[config.mk]
export PLATFORM = sky130hd
export DESIGN_NAME = count_step_ctrl
export DESIGN_NICKNAME = d
export VERILOG_FILES = /design/src/rtl/count_step_ctrl.sv
export SDC_FILE = /design/constraint.sdc
export NUM_CORES = 1
export LEC_CHECK = 0
export BUFFER_PORTS_ARGS = -buffer_cell sky130_fd_sc_hd__buf_2
export CAP_MARGIN = 20
export CORE_AREA = 2 2 53 42
export DETAILED_ROUTE_END_ITERATION = 6
export DIE_AREA = 0 0 55 44
export PLACE_DENSITY = 0.73
export SLEW_MARGIN = 10
export SYNTH_ARGS = -nofsm -noshare
export SYNTH_HDL_FRONTEND = slang
export SYNTH_SLANG_ARGS = --single-unit
[constraint.sdc]
create_clock -name clk -period 4.5 [get_ports clk]
set_clock_uncertainty 0.15 [all_clocks]
set_input_delay 0.675 -clock clk [delete_from_list [all_inputs] [get_ports clk]]
set_output_delay 0.675 -clock clk [all_outputs]
set_load 0.005 [all_outputs]
[src/rtl/count_step_ctrl.sv]
// Job sequencer for the 4-bit step counter: runs count from 0 to a latched target using
// +1 or +2 increments, then pulses done for one cycle.
module count_step_ctrl #(
    parameter int unsigned WIDTH = 4
) (
    input  logic             clk,
    input  logic             rst,
    input  logic             start,
    input  logic [WIDTH-1:0] target,
    input  logic             mode,
    input  logic             abort,
    output logic [WIDTH-1:0] count,
    output logic             ctrl_step,
    output logic             busy,
    output logic             done,
    output logic [WIDTH-1:0] steps
);

    typedef enum logic [1:0] {StIdle, StRun, StDone} state_e;

    state_e           state_q, state_d;
    logic [WIDTH-1:0] count_q, count_d;
    logic [WIDTH-1:0] steps_q, steps_d;
    logic [WIDTH-1:0] target_q, target_d;
    logic             mode_q, mode_d;

    logic [WIDTH-1:0] remaining;
    logic             accept;
    logic             incr;

    // target_q >= count_q always holds, so this subtraction never wraps.
    assign remaining = target_q - count_q;

    always_ff @(posedge clk) begin
        if (rst) begin
            state_q <= StIdle;
        end else begin
            state_q <= state_d;
        end
    end

    always_comb begin
        state_d = state_q;
        unique case (state_q)
            StIdle: if (start && !abort) state_d = StRun;
            StRun: begin
                if (abort) begin
                    state_d = StIdle;
                end else if (remaining == '0) begin
                    state_d = StDone;
                end
            end
            StDone: state_d = StIdle;
            default: state_d = StIdle;
        endcase
    end

    always_comb begin
        busy      = (state_q == StRun);
        done      = (state_q == StDone);
        accept    = (state_q == StIdle) && start && !abort;
        incr      = busy && !abort && (remaining != '0);
        ctrl_step = incr && !rst && mode_q && (remaining > WIDTH'(1));
    end

    always_comb begin
        count_d  = count_q;
        steps_d  = steps_q;
        target_d = target_q;
        mode_d   = mode_q;
        if (accept) begin
            count_d  = '0;
            steps_d  = '0;
            target_d = target;
            mode_d   = mode;
        end else if (incr) begin
            count_d = count_q + (ctrl_step ? WIDTH'(2) : WIDTH'(1));
            steps_d = steps_q + WIDTH'(1);
        end
    end

    always_ff @(posedge clk) begin
        if (rst) begin
            count_q  <= '0;
            steps_q  <= '0;
            target_q <= '0;
            mode_q   <= 1'b0;
        end else begin
            count_q  <= count_d;
            steps_q  <= steps_d;
            target_q <= target_d;
            mode_q   <= mode_d;
        end
    end

    assign count = count_q;
    assign steps = steps_q;

endmodule

# Word level (Yosys, flattened, before mapping)
# Index checks and enable logic that the tools add are counted.
# W data, S select, Z words.
[totals] input_bits=9 output_inout_bits=11 reg_bits=15 elab_cells=33
[classes] n_lt_le_gt_ge=1 eq_ne=4 muxes=5 reduce_logical=15 add_sub_neg=3
[op_table] cell="$logic_and A1 B1 Y1" count=8
[op_table] cell="$mux W2" count=4
[op_table] cell="$add A4 B1 Y4 const B" count=1
[op_table] cell="$add A4 B2 Y4" count=1
[op_table] cell="$gt A4 B1 Y1 const B" count=1
[op_table] cell="$logic_not A4 Y1" count=1
[op_table] cell="$pmux W2 S2" count=1
[op_table] cell="$reduce_bool A4 Y1" count=1
[op_table] cell="$sub A4 B4 Y4" count=1
[op_table] cell="$ne A3 B2 Y1 const B" count=1
[op_table] cell="$eq A2 B1 Y1 const B" count=1
[op_table] cell="$eq A2 B2 Y1 const B" count=1
[op_table] cell="$logic_not A1 Y1" count=2
[op_table] cell="$logic_not A2 Y1" count=1
[op_table] cell="$ne A2 B2 Y1 const B" count=1
[op_table] cell="$reduce_and A2 Y1" count=1
[op_table] cell="$reduce_or A2 Y1" count=1

# Logic depth before layout (Yosys ltp)
[logic_depth] word_depth=8 ltp_mapped=14 ltp_nobuf=14

# Least setup slack after synthesis
# Ideal clock, no wire load.
[synth_timing] path_kind="flip-flop to flip-flop" start="register count_q[0], in the netlist count[0]" end="register count_q[2], in the netlist count[2]" t_required_ns=4.280 slack_ns=1.591 t_arrival_ns=2.690 stages_incl_launch_ff=13 path_buffers=0 period_less_slack_ns=2.909 setup_ns=0.070 path_cell_list="dfxtp_1 -> ha_1 -> inv_1 -> fa_1 -> xor2_1 -> nor2_1 -> o21ai_0 -> nand3_1 -> ha_1 -> inv_1 -> fa_1 -> or4_1 -> a21oi_1"
[synth_via] elab_chain_cells=8 elab_cells_between_ends=9 cone_classes="add/sub (2); order compare (1); mux (1); reduce/logical (5)"
[synth_rtl] item="start: declaration" line="22" rtl="logic [WIDTH-1:0] count_q, count_d;"
[synth_rtl] item="start signal: assignment" line="89" rtl="count_q <= count_d;"
[synth_rtl] item="parallel branches: the longest is 8 deep, another holds $sub A4 B4 Y4"
# Parallel ways; which one is timed is not known.
# A chain may end at the register's enable or synchronous reset.

# Final worst setup path
# Same ends and word-level chain as after synthesis.

==> results.toml <==
[global_route]
overflow = 0
grt_first_pass_wirelength_microns = 2790
grt_max_degree = 15
grt_pass1_vias = 657
track_usage_pct = 16.1
antenna_found_initial = 0

[clock_tree]
cts-buffers-inserted = 3
cts_tree = "yes"
cts.htree.levels = 1
cts_root_buffer = "clkbuf_4"
cts.path.max_buffers = 2
cts_hold_buffers = 0
cts_sinks = 15
worstSkewPairLatency_ps = 280
cts_resized = 0
cts_setup_buffers = 0
clk_pin_slew_ps = 90

[drt]
wl_microns = 1660
dr.pass1.iters = 4
avgViaCountPerCell = 5.15
wire_per_inst_microns = 12.0
antenna_left = 0
num_vias = 711
drcViolationCount = 0
drt_iter0_drc = 5

[placed_design]
post-place-cells = 134
port_buffers = 19
gp_congestion = 0.767
hpwl_microns = 1320

[hold_path]
min_to = "steps[3]$_SDFFE_PP0N_"
hold_depth = 2
hold_path.class = "register to register"
hold_start = "steps[3]$_SDFFE_PP0N_"

[floorplan]
chipHeight_microns = 44
fp-row-count = 14
dieArea_sq_um = 2420
dieWidth_microns = 55
start_util_pct = 44.3
boundaryPins = 20
coreArea_sq_um = 1930

[layout]
fillerInstances = 194
areaGrowthSynthToFinish_pct = 15.0
nets = 132
instances_no_fill = 138
drive_above_1_share_pct = 22.8
diodes = 0

[flow_run]
cap_violations = 0

[logic_synthesis]
synth.avg_cell_area_sq_um = 8.98
syn_nets = 112
synth_seq_cells = 15
syn_inst = 95
synth.distinct_cells = 28
synth_warnings = 0
yosysSeqAreaShare_pct = 35.2
synthesis.area_sq_um = 853

[power_and_ir_drop]
total_power_mw = 0.260
static-leakage-power_nw = 0.420
cellPowerDensity_nw_per_um2 = 265
vdd_drop_max_uv = 129

[critical_path]
ff2ff_setup_slack_ps = 1350
crit_fanout = 4
reg2reg_to = "count[2]$_SDFFE_PP0N_"
worstSetupPathType = "register to register"
reg2reg_depth = 12
worst_ep_required_time_ps = 4570
arrival_ps = 3210
crit_path_end_kind = "register"
startpoint_type = "register"
rr_startpoint = "count[0]$_SDFFE_PP0N_"

[sta]
slew_viol_final = 0
setup_viol = 0
hold_violations = 0
worstMarginPinSlew_ps = 585
rsz0062_at_grt = "false"
period_minus_slack_ps = 3150
relSlewSlack_pct = 60.8
finalSetupTns_ps = 0
clock.fmax_ghz = 0.318
post-route-period-util_pct = 69.9

[run_status]
outcome = "completed"
-- how the worst max path moves through the flow --
stage	start	to	slack, ps
2_1_floorplan	count[0]$_SDFFE_PP0N_	count[2]$_SDFFE_PP0N_	1590
4_1_cts	count[0]$_SDFFE_PP0N_	count[2]$_SDFFE_PP0N_	1350
5_1_grt	count[0]$_SDFFE_PP0N_	count[2]$_SDFFE_PP0N_	1100
6_report	count[0]$_SDFFE_PP0N_	count[2]$_SDFFE_PP0N_	1350
3_3_place_gp	count[0]$_SDFFE_PP0N_	count[2]$_SDFFE_PP0N_	1510
3_5_place_dp	count[0]$_SDFFE_PP0N_	count[2]$_SDFFE_PP0N_	1370
-- logic make-up after synthesis --
kind of cell    Yosys count  synth area share, %
compound gates           22                 16.0
buf+inv                  10                 5.42
flops                    15                 35.2
fa+ha+maj                 8                 13.5
mux                       4                 4.69
simple gates             34                 23.2
xor+xnor                  2                 2.05
-- synth_stat cells (all sizes together) --
cell    number  area [sq um]
o21ai        6          30.0
inv          6          22.5
or3          4          25.0
nor3         1          5.00
nor4b        1          23.8
nand4        1          6.26
fa           2          40.0
clkbuf       2          7.51
o211a        1          17.5
o211ai       3          22.5
or4          3          22.5
ha           6          75.1
buf          2          16.3
nor2b        2          12.5
o31ai        1          7.51
and3         1          11.3
mux2i        4          40.0
nor2        11          41.3
and2         1          6.26
or2          1          6.26
a21oi       11          58.8
nand2        4          15.0
xor2         2          17.5
nand3        3          15.0
dfxtp       15           300
nand3b       1          7.51
-- state kept, by name, indices dropped and copies added, names as in the netlist --
register,cells
state_q,2
target_q,4
steps,4
count,4
mode_q,1
-- cell type report --
cell class	count	area (sq um)	share of cell area, %
sequential	15	300	30.6
inverter	6	22.5	2.30
tap	24	30.0	3.06
multi-input combinational	70	507	51.7
clock buffer	4	26.3	2.68
timing repair buffer	19	95.1	9.69
-- where the power goes --
part / leakage, nW / internal [mW] / switching (mW)
clock: 0.0150 / 0.0344 / 0.0438
sequential: 0.122 / 0.136 / 0.00287
combinational: 0.283 / 0.0177 / 0.0253
-- cell usage in the layout (no fill, tap or decap), drive strengths merged, types with 4 or more instances in the layout --
cell type and count:
or3 4, ha 6, mux2i 4, inv 6, clkbuf 4, dfxtp 15
buf 19, nor2 11, o21ai 6, nand2 4, a21oi 11
-- worst max-delay path, stage by stage, from the launching register on --
cell and delay, ps:
dfxtp_1 400, ha_1 180, inv_1 50, fa_1 370, xor2_1 150, nor2_1 200, o21ai_0 130, nand3_1 170
ha_1 190, inv_1 60, fa_1 370, or4_1 510, a21oi_1 140
-- per-stage QoR --
stage	setup slack [ps]	hold WS, ps	utilization, %	cell area (sq um)
2_1_floorplan	1590	310	-	853
3_3_place_gp	1510	313	49.5	955
3_5_place_dp	1370	329	49.5	955
4_1_cts	1350	343	50.9	981
5_1_grt	1100	402	50.9	981
6_report	1350	346	50.9	981
-- metal layers --
| layer | vias to the layer above | GRT usage (%) | routed length (microns) |
|---|---|---|---|
| met5 | - | 0 | 0 |
| met4 | 0 | 8.78 | 21 |
| met3 | 2 | 2.76 | 80 |
| met2 | 17 | 24.8 | 766 |
| met1 | 317 | 21.2 | 790 |
| li1 | 375 | - | - |
Power figures use the tool's default switching activity.
